### config.mk
export PLATFORM = sky130hd
export DESIGN_NAME = sdram_bist
export DESIGN_NICKNAME = d
export VERILOG_FILES = /design/src/rtl/sdram_bist.sv
export SDC_FILE = /design/constraint.sdc
export NUM_CORES = 1
export LEC_CHECK = 0
export ABC_AREA = 0
export BUFFER_PORTS_ARGS = -buffer_cell sky130_fd_sc_hd__buf_4
export CAP_MARGIN = 10
export CORE_ASPECT_RATIO = 1.75
export CORE_UTILIZATION = 51
export CTS_BUF_LIST = sky130_fd_sc_hd__clkbuf_4
export DETAILED_ROUTE_END_ITERATION = 10
export PLACE_DENSITY = 0.81
export SYNTH_ARGS = -nofsm -noshare
export SYNTH_HDL_FRONTEND = slang
export SYNTH_SLANG_ARGS = --single-unit
### constraint.sdc
create_clock -name clk_i -period 2.6 [get_ports clk_i]
set_clock_uncertainty 0.15 [all_clocks]
set_input_delay 0.52 -clock clk_i [delete_from_list [all_inputs] [get_ports clk_i]]
set_output_delay 0.52 -clock clk_i [all_outputs]
set_load 0.01 [all_outputs]
### src/rtl/sdram_bist.sv
`default_nettype none
// ============================================================================
// Module   : sdram_bist
// Purpose  : LFSR write / read-back self-test master for the sdram_burst inport.
//            Optional watchdog abort is built when SDRAM_BIST_TIMEOUT_EN is defined.
// Revision : 1.0
// ============================================================================
module sdram_bist #(
  parameter int                ADDR_W         = 32,
  parameter int                DATA_W         = 32,
  parameter int                NUM_WORDS      = 256,
  parameter logic [ADDR_W-1:0] BASE_ADDR      = '0,
  parameter logic [31:0]       SEED           = 32'hACE1_1234,
  parameter int                TIMEOUT_CYCLES = 1024
) (
  input  logic              clk_i,
  input  logic              rst_ni,
  input  logic              start_i,
  output logic              busy_o,
  output logic              done_o,
  output logic              pass_o,
  output logic [15:0]       err_count_o,
  output logic [ADDR_W-1:0] first_err_addr_o,
  output logic              timeout_o,
  output logic [3:0]        inport_wr_o,
  output logic              inport_rd_o,
  output logic [7:0]        inport_len_o,
  output logic [ADDR_W-1:0] inport_addr_o,
  output logic [DATA_W-1:0] inport_write_data_o,
  input  logic              inport_accept_i,
  input  logic              inport_ack_i,
  input  logic              inport_error_i,
  input  logic [DATA_W-1:0] inport_read_data_i
);

  localparam int          IDX_W    = (NUM_WORDS > 1) ? $clog2(NUM_WORDS) : 1;
  localparam logic [IDX_W-1:0] LAST_IDX = IDX_W'(NUM_WORDS - 1);
  localparam logic [31:0] POLY     = 32'h8020_0003;

  typedef enum logic [2:0] {
    S_IDLE, S_WR_REQ, S_WR_WAIT, S_RD_REQ, S_RD_WAIT, S_DONE
  } state_t;

  state_t              state_q, state_d;
  logic [IDX_W-1:0]    idx_q, idx_d;
  logic [31:0]         lfsr_q, lfsr_d, lfsr_nxt;
  logic                busy_q, busy_d, done_q, done_d;
  logic [15:0]         err_q, err_d;
  logic [ADDR_W-1:0]   first_q, first_d, addr_q, addr_d;
  logic [3:0]          wr_q, wr_d;
  logic                rd_q, rd_d;
  logic [DATA_W-1:0]   wdata_q, wdata_d;
  logic                err_inc;
  logic                last_word;
`ifdef SDRAM_BIST_TIMEOUT_EN
  localparam logic [15:0] WDOG_LIMIT = 16'(TIMEOUT_CYCLES - 1);
  logic [15:0]         wdog_q, wdog_d;
  logic                timeout_q, timeout_d;
`endif

  // Galois form, shift right, taps folded in after the shift
  assign lfsr_nxt  = lfsr_q[0] ? ((lfsr_q >> 1) ^ POLY) : (lfsr_q >> 1);
  assign last_word = (idx_q == LAST_IDX);

  always_comb begin
    state_d = state_q;  idx_d  = idx_q;   lfsr_d  = lfsr_q;
    busy_d  = busy_q;   done_d = done_q;  err_d   = err_q;
    first_d = first_q;  addr_d = addr_q;  wr_d    = wr_q;
    rd_d    = rd_q;     wdata_d = wdata_q; err_inc = 1'b0;
`ifdef SDRAM_BIST_TIMEOUT_EN
    wdog_d    = wdog_q;
    timeout_d = timeout_q;
`endif
    case (state_q)
      S_IDLE, S_DONE: begin
        if (start_i) begin
          state_d = S_WR_REQ;  busy_d  = 1'b1;  done_d = 1'b0;
          err_d   = '0;        first_d = '0;    idx_d  = '0;
          lfsr_d  = SEED;      wr_d    = 4'hF;  rd_d   = 1'b0;
          addr_d  = BASE_ADDR; wdata_d = SEED;
`ifdef SDRAM_BIST_TIMEOUT_EN
          timeout_d = 1'b0;
`endif
        end
      end
      S_WR_REQ: begin
        if (inport_accept_i) begin
          wr_d    = 4'h0;
          state_d = S_WR_WAIT;
        end
      end
      S_WR_WAIT: begin
        if (inport_ack_i) begin
          err_inc = inport_error_i;
          if (last_word) begin
            idx_d   = '0;        lfsr_d = SEED;  state_d = S_RD_REQ;
            rd_d    = 1'b1;      addr_d = BASE_ADDR;
          end else begin
            idx_d   = idx_q + IDX_W'(1);
            lfsr_d  = lfsr_nxt;  state_d = S_WR_REQ;  wr_d = 4'hF;
            addr_d  = addr_q + ADDR_W'(4);
            wdata_d = lfsr_nxt;
          end
        end
      end
      S_RD_REQ: begin
        if (inport_accept_i) begin
          rd_d    = 1'b0;
          state_d = S_RD_WAIT;
        end
      end
      S_RD_WAIT: begin
        if (inport_ack_i) begin
          err_inc = inport_error_i | (inport_read_data_i != lfsr_q);
          lfsr_d  = lfsr_nxt;
          if (last_word) begin
            state_d = S_DONE;  busy_d = 1'b0;  done_d = 1'b1;
          end else begin
            idx_d   = idx_q + IDX_W'(1);
            state_d = S_RD_REQ;  rd_d = 1'b1;
            addr_d  = addr_q + ADDR_W'(4);
          end
        end
      end
      default: state_d = S_IDLE;
    endcase

    // addr_q still holds the address of the outstanding word during WAIT
    if (err_inc) begin
      if (err_q != 16'hFFFF) err_d = err_q + 16'd1;
      if (err_q == 16'd0)    first_d = addr_q;
    end

`ifdef SDRAM_BIST_TIMEOUT_EN
    if (state_q inside {S_WR_REQ, S_WR_WAIT, S_RD_REQ, S_RD_WAIT}) begin
      if (wdog_q == WDOG_LIMIT) begin
        timeout_d = 1'b1;  state_d = S_DONE;  busy_d = 1'b0;  done_d = 1'b1;
        wr_d      = 4'h0;  rd_d    = 1'b0;    wdog_d = '0;
      end else if (state_d != state_q) begin
        wdog_d = '0;
      end else begin
        wdog_d = wdog_q + 16'd1;
      end
    end else begin
      wdog_d = '0;
    end
`endif
  end

  always_ff @(posedge clk_i or negedge rst_ni) begin
    if (!rst_ni) begin
      state_q <= S_IDLE;  idx_q  <= '0;    lfsr_q  <= SEED;
      busy_q  <= 1'b0;    done_q <= 1'b0;  err_q   <= '0;
      first_q <= '0;      addr_q <= '0;    wr_q    <= 4'h0;
      rd_q    <= 1'b0;    wdata_q <= '0;
`ifdef SDRAM_BIST_TIMEOUT_EN
      wdog_q    <= '0;
      timeout_q <= 1'b0;
`endif
    end else begin
      state_q <= state_d;  idx_q  <= idx_d;   lfsr_q  <= lfsr_d;
      busy_q  <= busy_d;   done_q <= done_d;  err_q   <= err_d;
      first_q <= first_d;  addr_q <= addr_d;  wr_q    <= wr_d;
      rd_q    <= rd_d;     wdata_q <= wdata_d;
`ifdef SDRAM_BIST_TIMEOUT_EN
      wdog_q    <= wdog_d;
      timeout_q <= timeout_d;
`endif
    end
  end

`ifdef SDRAM_BIST_TIMEOUT_EN
  assign timeout_o = timeout_q;
`else
  // Without the watchdog the flag is constant low; the limit is irrelevant
  assign timeout_o = 1'b0 && (TIMEOUT_CYCLES > 0);
`endif

  assign busy_o              = busy_q;
  assign done_o              = done_q;
  assign pass_o              = done_q && (err_q == 16'd0) && !timeout_o;
  assign err_count_o         = err_q;
  assign first_err_addr_o    = first_q;
  assign inport_wr_o         = wr_q;
  assign inport_rd_o         = rd_q;
  assign inport_len_o        = 8'h00;
  assign inport_addr_o       = addr_q;
  assign inport_write_data_o = wdata_q;

endmodule
`default_nettype wire
# After elaboration in Yosys (flattened, before gate mapping)
# Cells that the tools add are included.
# op_classes
bitwise_logic	2
n_eq_ne	17
n_addsub	3
n_reduce_logical	16
muxes	57
# op_table
op	n
$mux 32	16
$pmux 32 s3	2
$mux 16	4
$pmux 32 s2	1
$mux 8	5
$add 32x3->32 const B	1
$ne 32x32->1	1
$pmux 8 s3	1
$mux 3	6
$ne 2x2->1 const B	9
$add 16x1->16 const B	1
$logic_not 16->1	1
$mux 4	4
$ne 16x16->1 const B	1
$pmux 3 s5	1
$reduce_and 5->1	3
$pmux 4 s3	1
$reduce_and 4->1	3
$mux 1	11
$add 8x1->8 const B	1
$eq 8x8->1 const B	1
$reduce_and 7->1	1
$eq 3x2->1 const B	2
$eq 3x3->1 const B	2
other kinds (12)	16
# totals
elab_cells	106
ff_bits	162
input_bits	38
output_inout_bits	129

# Logic depth before layout (Yosys ltp)
# logic_depth
ltp_word	5
ltp_mapped	11
depth_no_buf	8

# Worst setup path after synthesis
# Ideal clock, no wire load.
# synth_timing
kind	register to register
start	register state_q[0]
end	register addr_q[31] (netlist: inport_addr_o[31])
stages_incl_launch_ff	9
arrival_ps	2362
path_buffers	1
path_slack_ps	-38
required_time_ps	2324
path_cell_list	dfrtp_1 buf_2 a21boi_0 a211o_4 a21o_4 nor4_4 or4b_1 xnor2_1 nor2_1
# synth_via
elab_chain_len	4
word_cells_on_any_way	12
# synth_lines
item	line_no	text
from (decl)	44	state_t state_q, state_d;
from (signal assigned)	161	state_q <= state_d; idx_q <= idx_d; lfsr_q <= lfsr_d;
$eq 3x3->1 or $logic_not 3->1 (tied branches)	74	case (state_q)
$reduce_or 2->1	74	
$ne 2x2->1 (no source line) or $reduce_bool 3->1 (tied branches)	--	
$reduce_and 5->1 (no source line)	--	
to (signal assigned)	163	first_q <= first_d; addr_q <= addr_d; wr_q <= wr_d;
to (decl)	49	logic [ADDR_W-1:0] first_q, first_d, addr_q, addr_d;
# Parallel ways exist; a longest one is shown, timed or not.
# A chain may end at the register's enable or synchronous reset.

# Worst setup path in the final report
# layout_timing
start	register err_q[0] (netlist: err_count_o[0])
end	output pass_o
# layout_via
elab_chain_len	2
# layout_lines
item	line_no	text
from (decl)	48	logic [15:0] err_q, err_d;
from (signal assigned)	162	busy_q <= busy_d; done_q <= done_d; err_q <= err_d;
$logic_not 16->1	181	assign pass_o = done_q && (err_q == 16'd0) && !timeout_o;
$logic_and 1x1->1	181	
to (decl)	21	output logic pass_o,
# Every way passes these cells.

==> reports/metrics.yaml <==
routing:
  first_pass_iters: 4
  routed_via_density: 5.532
  route.detailed.drc: 0
  wire_per_inst_um: 17.16
  postRouteAntennaNets: 0
  first_iter_violations: 354
  vias: 6439
  wl_um: 19970
synthesis:
  ys.flop_type: "dfrtp_1"
  synth_compound_area_share_pct: 9.644
  synth_top_family_by_area: "simple AND/OR/NAND/NOR gates"
  synth_xor_area_share_pct: 8.110
  ys_warn_count: 0
  synthAdderAreaFrac_pct: 0.6527
  synth_simple_gate_area_share_pct: 20.06
  synth_area_per_cell_um2: 9.792
  syn-cell-area_um2: 7667
  yosys_register_bits: 157
  synth-edff-count: 0
  synthCells: 783
  synthDistinctLibCells: 62
  ys_async_sr_fraction_pct: 100.0
  ys_seq_area_share_pct: 51.45
  post_synth_mux_area_share_pct: 4.749
finish:
  fin_cells: 1164
  layout.nets: 1009
  fin_util_pct: 65.55
  drive_gt1_share_pct: 28.98
  finalInstanceArea_um2: 9678
  area_delta_synth_final_pct: 26.22
die:
  io_pins: 167
  die_h_um: 164.2
  num_rows: 59
  initial_core_util_pct: 51.93
  die_w_um: 94.69
  core_um2: 14760
  die_area_um2: 15550
timing:
  worstMarginPinSlew_ps: 545.4
  drv_slew: 0
  hold_viol: 0
  fin_crit_sh_pct: 97.82
  rsz0062_at_grt: "yes"
  hold_slack_ps: 265.4
  slew_headroom_pct: 63.64
  worst_slack_ps: 56.79
  post-route-min-period_ps: 2543
  finalSetupTns_ps: 0
  max_freq_ghz: 0.3932
  setup_viol: 0
global_route:
  grt_max_degree: 64
  use_met2_pct: 47.87
  overflow: 0
  grt_pass1_wl_um: 31640
  use_met1_pct: 28.82
  grt_pass1_vias: 6479
  busiest_layer: "met2"
  grt_use_met3_pct: 5.046
  grt_antenna_before_repair: 1
  grtUsageTotal_pct: 26.66
power:
  p_per_area_nw_per_um2: 808.7
  leakage_nw: 4.830
  power.total_mw: 7.827
  ir_worst_vdd_mv: 0.5911
clock_tree:
  cts_buffer_depth: 2
  cts_root_buf: "clkbuf_4"
  cts_buffers: 17
  tritoncts: "built"
  insertion_delay_ps: 540
  htreeDepth: 4
  clk_pin_slew_ps: 130
  clock-sinks: 157
flow_run:
  cap_violations: 0
status:
  status: "completed"
worst_setup_path:
  cp.arrival_ps: 1870
  rr_worst_depth: 8
  cp_cell_sequence: "inv_2, ha_4, nor4b_4, nand4_1, nor2_1, buf_4"
  r2r-end: "first_err_addr_o[5]"
  cp-end-kind: "output pin"
  crit_path_start: "err_count_o[0]"
  crit_required_ps: 1930
  cpPeakStageDelay_ps: 450
  crit_type: "flop to output pin"
  rrSetupSlack_ps: 70
  path_max_fanout: 2
  crit_slowest_cell: "dfrtp_2"
  crit_buf_inv: 2
  reg2reg_from: "lfsr_q[12]"
  critPathTopFamily: "simple AND/OR/NAND/NOR gates"
  startpoint_type: "flop"
place:
  pre_cts_slack_ps: -277.1
  dpl.hpwl_um: 14690
  placed_cell_area_um2: 9261
  portBuffers: 155
  dp.cells: 1128
  gpl.final_weighted_congestion: 0.8864
hold_path:
  min_to: "state_q[0]"
  hp-class: "input port to flop"
  worstHoldStart: "inport_accept_i"
  hold-path-cell-count: 4
## registers in the layout, indices dropped and copies added, names as in the netlist
register / flops
state_q: 3
err_count_o: 16
idx_q: 8
inport_write_data_o: 32
inport_rd_o: 1
lfsr_q: 32
first_err_addr_o: 32
inport_addr_o: 30
inport_wr_o: 1
busy_o: 1
done_o: 1
## cell families after synthesis
family,count (synthesis)
other,1
flip-flops,157
XOR/XNOR,71
multiplexers,35
adder cells (fa/ha/maj),4
buffers and inverters,90
AND/OR/NAND/NOR,325
AO/OA/AOI/OAI,100
## routing by layer
metal | share of wire, % | wire length (µm)
met1 | 37 | 7374
met2 | 54 | 10780
met3 | 4.3 | 864
met4 | 4.8 | 950
met5 | 0 | 0
## cell type report
type | count | area (µm²)
Fill cell | 1206 | 5086
Multi-Input combinational cell | 546 | 3457
Clock buffer | 19 | 142.6
Tap cell | 183 | 229.0
Clock inverter | 13 | 142.6
Antenna cell | 1 | 2.502
Timing Repair Buffer | 207 | 1614
Sequential cell | 157 | 3948
Inverter | 38 | 142.6
## what timing repair did
action                                 CTS  global route
buffers inserted                         2             0
setup endpoints to repair               47            57
pin swaps                                2             4
gates resized for setup                  6            17
hold buffers                             1             0
endpoints found under the hold margin   43             0
## cells in the mapped netlist, types with 2 or more instances
| master | instances | area (µm²) |
|---|---|---|
| o21ai_0 | 27 | 135.1 |
| xnor2_1 | 32 | 280.3 |
| a21o_1 | 3 | 22.52 |
| a21oi_1 | 10 | 50.05 |
| mux2i_1 | 33 | 330.3 |
| a31oi_1 | 2 | 12.51 |
| buf_2 | 6 | 30.03 |
| and2_1 | 3 | 18.77 |
| nor2_1 | 58 | 217.7 |
| dfstp_2 | 13 | 341.6 |
| buf_4 | 14 | 105.1 |
| nand3_1 | 43 | 215.2 |
| nand3b_1 | 2 | 15.01 |
| or2_2 | 3 | 18.77 |
| nand2b_1 | 8 | 50.05 |
| and3_1 | 14 | 87.58 |
| nand2_1 | 135 | 506.7 |
| nand4_1 | 11 | 68.82 |
| a211o_1 | 6 | 52.55 |
| o21bai_1 | 3 | 22.52 |
| and4_1 | 4 | 35.03 |
| or3_1 | 4 | 25.02 |
| o21a_1 | 2 | 15.01 |
| o221ai_1 | 2 | 17.52 |
| xor2_1 | 39 | 341.6 |
| nor4_1 | 13 | 81.33 |
| ha_1 | 4 | 50.05 |
| dfrtp_1 | 144 | 3603 |
| o22a_1 | 14 | 122.6 |
| a22o_1 | 18 | 157.7 |
| o211ai_1 | 2 | 15.01 |
| or3b_2 | 2 | 17.52 |
| nor3b_1 | 3 | 22.52 |
| inv_1 | 37 | 138.9 |
| nor3_1 | 13 | 65.06 |
| clkbuf_1 | 30 | 112.6 |
## worst max path at each step
stage	to	slack, ps	cells after the start
final	pass_o	60	6
after global routing	pass_o	-40	6
after CTS	idx_q[7]	20	7
after detailed placement	err_count_o[4]	-280	9
after global placement	err_count_o[0]	-240	9
after floorplan	inport_addr_o[31]	100	8
## where the power goes
part           switching (mW)  internal [mW]
Sequential              0.352           2.88
Clock                   0.890          0.596
Combinational            1.74           1.36
Total                    2.99           4.84
## worst reg2reg max path: cells and delay by family (launching register included)
kind,cells,cell delay [ps]
flip-flops,1,590
AO/OA/AOI/OAI,1,240
AND/OR/NAND/NOR,4,880
multiplexers,1,260
buffers and inverters,1,200
XOR/XNOR,1,110
## layout by cell type (no fill, tap or decap), types with 4 or more instances in the layout
cell / n
dfstp_2: 13
buf_4: 200
clkinvlp_4: 4
dfrtp_1: 142
nand4_1: 11
inv_1: 35
a22o_1: 18
mux2i_1: 33
nor4_1: 5
nand2_1: 135
xnor2_1: 32
conb_1: 11
clkbuf_4: 19
or3_1: 4
a211o_1: 6
nor4_2: 8
nor3_1: 13
nor2_1: 58
nand3_1: 42
o21ai_0: 27
a21oi_1: 10
and3_1: 14
xor2_1: 39
nand2b_1: 7
or2_2: 4
o22a_1: 14
buf_12: 4
and4_1: 4
(Power assumes the default switching activity.)
